### config.mk
export PLATFORM = sky130hd
export DESIGN_NAME = seq_scan_ctrl
export DESIGN_NICKNAME = d
export VERILOG_FILES = /design/src/rtl/seq_scan_pkg.sv /design/src/rtl/seq_match_core.sv /design/src/rtl/seq_scan_ctrl.sv
export SDC_FILE = /design/constraint.sdc
export NUM_CORES = 1
export LEC_CHECK = 0
export CAP_MARGIN = 20
export CORE_MARGIN = 2
export CORE_UTILIZATION = 50
export DETAILED_ROUTE_END_ITERATION = 8
export GPL_TIMING_DRIVEN = 0
export PLACE_DENSITY = 0.78
export SLEW_MARGIN = 20
export SYNTH_ARGS = -nofsm -noshare
export SYNTH_HDL_FRONTEND = slang
export SYNTH_SLANG_ARGS = --single-unit
### constraint.sdc
create_clock -name clk -period 3 [get_ports clk]
set_input_delay 0.45 -clock clk [delete_from_list [all_inputs] [get_ports clk]]
set_output_delay 0.45 -clock clk [all_outputs]
set_load 0.1 [all_outputs]
### src/rtl/seq_scan_pkg.sv
// Shared types and widths for the serial scan controller and its detector core.
package seq_scan_pkg;

   localparam int W_DEF    = 8;
   localparam int PMAX_DEF = 8;
   localparam int CW_DEF   = 16;

   // Width of a pattern length, able to hold 0..PMAX.
   localparam int LEN_W = $clog2(PMAX_DEF + 1);
   // Width of the bit index within a word, 0..W-1.
   localparam int IDX_W = $clog2(W_DEF);

   typedef enum logic [1:0] {
      IDLE,
      SHIFT,
      DONE
   } state_t;

   // Lengths above the history depth are treated as the full depth.
   function automatic logic [LEN_W-1:0] clamp_len(input logic [LEN_W-1:0] len,
                                                  input int              pmax);
      return (len > LEN_W'(pmax)) ? LEN_W'(pmax) : len;
   endfunction

endpackage

### src/rtl/seq_match_core.sv
// Programmable bit-serial pattern detector: history shift register, fill
// counter, masked compare, optional non-overlap restart, registered match.
module seq_match_core
   import seq_scan_pkg::*;
#(
   parameter int PMAX = PMAX_DEF
) (
   input  logic             clk,
   input  logic             rst,
   input  logic             clear,
   input  logic             bit_en,
   input  logic             bit_in,
   input  logic [PMAX-1:0]  pattern,
   input  logic [LEN_W-1:0] len,
   input  logic             overlap,
   output logic             hit,
   output logic             match
);

   logic [PMAX-1:0]  hist;
   logic [PMAX-1:0]  hist_next;
   logic [PMAX-1:0]  mask;
   logic [LEN_W-1:0] fill;
   logic [LEN_W-1:0] fill_next;

   // Next history/fill values and the compare against the masked pattern.
   always_comb begin
      // NOTE: every combinational output gets a default first so no latch is inferred.
      hist_next = {hist[PMAX-2:0], bit_in};
      fill_next = (fill >= LEN_W'(PMAX)) ? fill : fill + LEN_W'(1);
      mask      = '0;
      for (int i = 0; i < PMAX; i++) begin
         mask[i] = (i < int'(len));
      end
      hit = bit_en && (len != '0) && (fill_next >= len) &&
            ((hist_next & mask) == (pattern & mask));
   end

   // History, fill and match register; cleared at the start of each frame.
   always_ff @(posedge clk) begin
      // NOTE: sequential state uses non-blocking assignments only.
      if (rst || clear) begin
         hist  <= '0;
         fill  <= '0;
         match <= 1'b0;
      end else begin
         match <= hit;
         if (bit_en) begin
            hist <= hist_next;
            fill <= (hit && !overlap) ? '0 : fill_next;
         end
      end
   end

endmodule

### src/rtl/seq_scan_ctrl.sv
// Word-to-bit scan controller: accepts words over valid/ready, serializes
// them MSB-first into the detector core, counts matches and flags frame end.
module seq_scan_ctrl
   import seq_scan_pkg::*;
#(
   parameter int W    = W_DEF,
   parameter int PMAX = PMAX_DEF,
   parameter int CW   = CW_DEF
) (
   input  logic             clk,
   input  logic             rst,
   input  logic             cfg_we,
   input  logic [PMAX-1:0]  cfg_pattern,
   input  logic [LEN_W-1:0] cfg_len,
   input  logic             cfg_overlap,
   input  logic             in_valid,
   input  logic [W-1:0]     in_data,
   input  logic             in_last,
   output logic             in_ready,
   output logic             bit_out,
   output logic             bit_valid,
   output logic             match,
   output logic [CW-1:0]    match_count,
   output logic             done
);

   state_t           state;
   logic [W-1:0]     word_q;
   logic             last_q;
   logic [IDX_W-1:0] idx;
   logic             frame_open;

   logic [PMAX-1:0]  pat_q;
   logic [LEN_W-1:0] len_q;
   logic             ovl_q;

   logic             last_bit;
   logic             accept;
   logic             first_word;
   logic             hit;

   // Handshake and output decode from registered state.
   always_comb begin
      last_bit   = (state == SHIFT) && (idx == IDX_W'(W - 1));
      in_ready   = !rst && ((state == IDLE) || (last_bit && !last_q));
      accept     = in_valid && in_ready;
      first_word = accept && !frame_open;
      bit_valid  = (state == SHIFT);
      bit_out    = bit_valid && word_q[W-1];
      done       = (state == DONE);
   end

   // Controller FSM: word latch, bit index and frame tracking.
   always_ff @(posedge clk) begin
      if (rst) begin
         state      <= IDLE;
         word_q     <= '0;
         last_q     <= 1'b0;
         idx        <= '0;
         frame_open <= 1'b0;
      end else begin
         case (state)
            IDLE: begin
               if (accept) begin
                  word_q     <= in_data;
                  last_q     <= in_last;
                  idx        <= '0;
                  frame_open <= 1'b1;
                  state      <= SHIFT;
               end
            end
            SHIFT: begin
               word_q <= word_q << 1;
               if (last_bit) begin
                  if (last_q) begin
                     frame_open <= 1'b0;
                     state      <= DONE;
                  end else if (accept) begin
                     word_q <= in_data;
                     last_q <= in_last;
                     idx    <= '0;
                  end else begin
                     state <= IDLE;
                  end
               end else begin
                  idx <= idx + IDX_W'(1);
               end
            end
            DONE: begin
               state <= IDLE;
            end
            default: begin
               state <= IDLE;
            end
         endcase
      end
   end

   // Configuration registers, writable only outside SHIFT.
   always_ff @(posedge clk) begin
      if (rst) begin
         pat_q <= '0;
         len_q <= '0;
         ovl_q <= 1'b1;
      end else if (cfg_we && (state != SHIFT)) begin
         pat_q <= cfg_pattern;
         len_q <= cfg_len;
         ovl_q <= cfg_overlap;
      end
   end

   // Saturating per-frame match counter, cleared when a new frame starts.
   always_ff @(posedge clk) begin
      if (rst || first_word) begin
         match_count <= '0;
      end else if (hit && (match_count != '1)) begin
         match_count <= match_count + CW'(1);
      end
   end

   seq_match_core #(
      .PMAX(PMAX)
   ) u_core (
      .clk    (clk),
      .rst    (rst),
      .clear  (first_word),
      .bit_en (state == SHIFT),
      .bit_in (word_q[W-1]),
      .pattern(pat_q),
      .len    (clamp_len(len_q, PMAX)),
      .overlap(ovl_q),
      .hit    (hit),
      .match  (match)
   );

endmodule

==> results.json <==
{
  "status": "complete, no violations",
  "routedWlPerCell_um": 13.72,
  "endpoint_kind": "output port",
  "r2r_start": "u_core.fill[0]",
  "r2r.worst_path.cells": 9,
  "slew_headroom": 0.3490,
  "area.growth.synth_to_final_pct": 23.14,
  "critical_path_arrival_ns": 2.35,
  "peakVddDrop_uv": 221.1,
  "gp_congestion": 0.9086,
  "ant_nets": 0,
  "synthesis.nets": 374,
  "die_w_um": 78.92,
  "fmax_mhz": 357.7,
  "cts-buffers-inserted": 5,
  "ys_warn_count": 0,
  "grt_start_max_net_pins": 20,
  "setup_tns_ns": 0,
  "die_area_sq_mm": 0.006228,
  "clockBufferDepth": 2,
  "slew_viol_final": 0,
  "dr.pass1.iters": 4,
  "drive_gt1_frac": 0.06378,
  "grt.overflow.total": 0,
  "dp_hpwl_um": 4745,
  "layout_setup_ws_ns": 0.2041,
  "final_cells": 464,
  "async_flop_share": 0,
  "rsz0062_at_grt": "false",
  "post_drt_via_cell_ratio": 5.573,
  "die_y_um": 78.92,
  "finalWirelength_um": 6366,
  "slowest_stage": "dlygate4sd2_1",
  "crit_end": "bit_valid",
  "port_buffers": 46,
  "setup_violations": 0,
  "io_pins": 47,
  "drtIter0Drc": 161,
  "finalHoldViolCount": 0,
  "cts_tree": "done",
  "period_needed_ns": 2.796,
  "antenna_cells": 0,
  "post-place-ws_ns": -0.3809,
  "vias": 2586,
  "p_switching_mw": 0.4097,
  "antenna_found_initial": 0,
  "synth_seq_cells": 56,
  "synth_seq_area_share": 0.3995,
  "crit_path_max_incr_delay_ns": 0.91,
  "reg2reg_slack_ns": 0.22,
  "start_util": 0.5128,
  "cts_hold_buf": 0,
  "fin_crit_sh": 0.9320,
  "cpLargestDelayFamily": "buffers and inverters",
  "path_depth": 5,
  "synth_area_leaders": "dfxtp_1 (40%), nand2_1 (8.2%), mux2i_1 (6.1%)",
  "p_int_mw": 1.058,
  "grt_use_total": 0.2055,
  "switching_share": 0.2792,
  "route.detailed.drc": 0,
  "grt_pass1_wl_um": 10340,
  "regToRegEndpoint": "u_core.fill[1]",
  "grt_pass1_vias": 2227,
  "startpoint": "state[1]",
  "skew_ns": 0.009048,
  "synth_top_area_frac": 0.3995,
  "synth_edf_count": 0,
  "synth_cells": 339,
  "hp-class": "flip-flop to flip-flop",
  "leakage_nw": 1.211,
  "power_mw": 1.467,
  "tightestPinTransition_ns": 0.9734,
  "maxCapViolations": 0,
  "combinationalPowerShare": 0.170,
  "cts-root-buf": "clkbuf_8",
  "ys_types": 50,
  "start_kind": "flip-flop",
  "crit_chain": "clkinv_2 -> nand2_2 -> inv_2 -> clkbuf_1 -> dlygate4sd2_1",
  "syn_avg_cell_area_sq_um": 8.279,
  "clk_pin_slew_worst_paths_ns": 0.10,
  "cts_num_sinks": 56,
  "final_common_cell": "nand2_1",
  "worstPathMaxFanout": 10,
  "mostFrequentLayoutCells": "nand2_1 (61), dfxtp_1 (56), clkdlybuf4s50_1 (43)",
  "core-area_sq_mm": 0.005473,
  "synth_area_sq_mm": 0.002806,
  "crit_type": "flip-flop to output port",
  "clk_latency_ns": 0.31,
  "cts_max_level": 2,
  "fp-row-count": 27,
  "dp_cells": 457,
  "pwr-share-seq": 0.541,
  "layout.nets": 426,
  "powerDensity_mw_per_mm2": 424.6,
  "synth_top_cell_by_area": "dfxtp_1",
  "ys.flop_type": "dfxtp_1",
  "path_buf_inv": 4,
  "clockPowerShare": 0.289,
  "cp.required_ns": 2.55
}
-- cells in the mapped netlist, types with 3 or more instances --
cell type	number
a211oi_1	9
a21oi_1	31
buf_2	3
clkbuf_1	12
dfxtp_1	56
ha_1	9
inv_1	5
mux2i_1	17
nand2_1	61
nand2b_1	3
nand3_1	10
nand4_1	3
nor2_1	22
nor2b_1	4
nor3_1	11
nor4_1	6
o21ai_0	6
o31ai_1	8
or3_1	10
or4_1	8
xnor2_1	11
-- kinds of logic (layout without fill, tap and decap cells) --
| family | count (synthesis) | count (layout) | share of synthesized area |
|---|---|---|---|
| buffers and inverters | 25 | 78 | 0.03923 |
| AO/OA/AOI/OAI | 70 | 70 | 0.1623 |
| multiplexers | 18 | 18 | 0.06464 |
| adder cells (fa/ha/maj) | 9 | 9 | 0.04013 |
| XOR/XNOR | 12 | 12 | 0.03745 |
| flip-flops | 56 | 56 | 0.3995 |
| AND/OR/NAND/NOR | 149 | 149 | 0.2568 |
-- power groups by stage --
stage / Combinational [mW] / Clock [mW] / Sequential [mW]
after detailed placement: 0.250 / 0 / 0.811
final: 0.250 / 0.423 / 0.794
after global routing: 0.275 / 0.457 / 0.798
after CTS: 0.246 / 0.429 / 0.793
after global placement: 0.244 / 0 / 0.809
after floorplan: 0.166 / 0 / 0.809
-- flip-flops by register name, indices dropped and copies added (netlist names) --
name,count
pat_q,8
match_count,16
len_q,4
idx,3
u_core.hist,7
last_q,1
word_q,8
frame_open,1
state,2
u_core.fill,4
ovl_q,1
u_core.match,1
-- metrics by stage --
step	hold slack, ns	util	instance area [sq um]
6_report	0.4736	0.6315	3456
5_1_grt	0.4893	0.6315	3456
4_1_cts	0.4733	0.6299	3447
3_5_place_dp	0.4606	0.6143	3362
3_3_place_gp	0.4582	0.6143	3362
2_1_floorplan	0.4394	-	2811
-- metal layers --
metal | routed length, um | vias up | GRT usage
met3 | 251 | 10 | 0.03523
li1 | - | 1320 | -
met5 | 0 | - | 0
met1 | 3007 | 1196 | 0.2894
met2 | 3006 | 60 | 0.3222
met4 | 101 | 0 | 0.06552
-- what timing repair did --
| item | in CTS | in global routing |
|---|---|---|
| endpoints found under the setup margin | 9 | 16 |
| setup buffers | 0 | 0 |
| gates resized for setup | 3 | 7 |
-- worst reg2reg max path, stage by stage, from the launching register on --
cell	delay [ns]
dfxtp_1	0.44
inv_1	0.07
ha_1	0.28
mux2_2	0.29
ha_1	0.28
a2111oi_1	0.07
a211o_1	0.33
clkbuf_4	0.27
nor3_1	0.44
o32ai_1	0.18
-- final cells by class --
type	instances	area (sq um)
Clock buffer	6	82.58
Fill cell	499	2017
Inverter	7	27.53
Sequential cell	56	1121
Buffer	17	81.33
Timing Repair Buffer	46	449.2
Clock inverter	2	10.01
Tap cell	72	90.09
Multi-Input combinational cell	258	1594
-- worst min path at each step --
stage                        start        to  slack (ns)  cells past startpoint
final                     pat_q[0]  pat_q[0]        0.47                      2
after global routing      pat_q[3]  pat_q[3]        0.49                      2
after CTS                 pat_q[3]  pat_q[3]        0.47                      2
after detailed placement  pat_q[3]  pat_q[3]        0.46                      2
after global placement    pat_q[0]  pat_q[0]        0.46                      2
after floorplan              ovl_q     ovl_q        0.44                      2
Power figures use the tool's default switching activity.
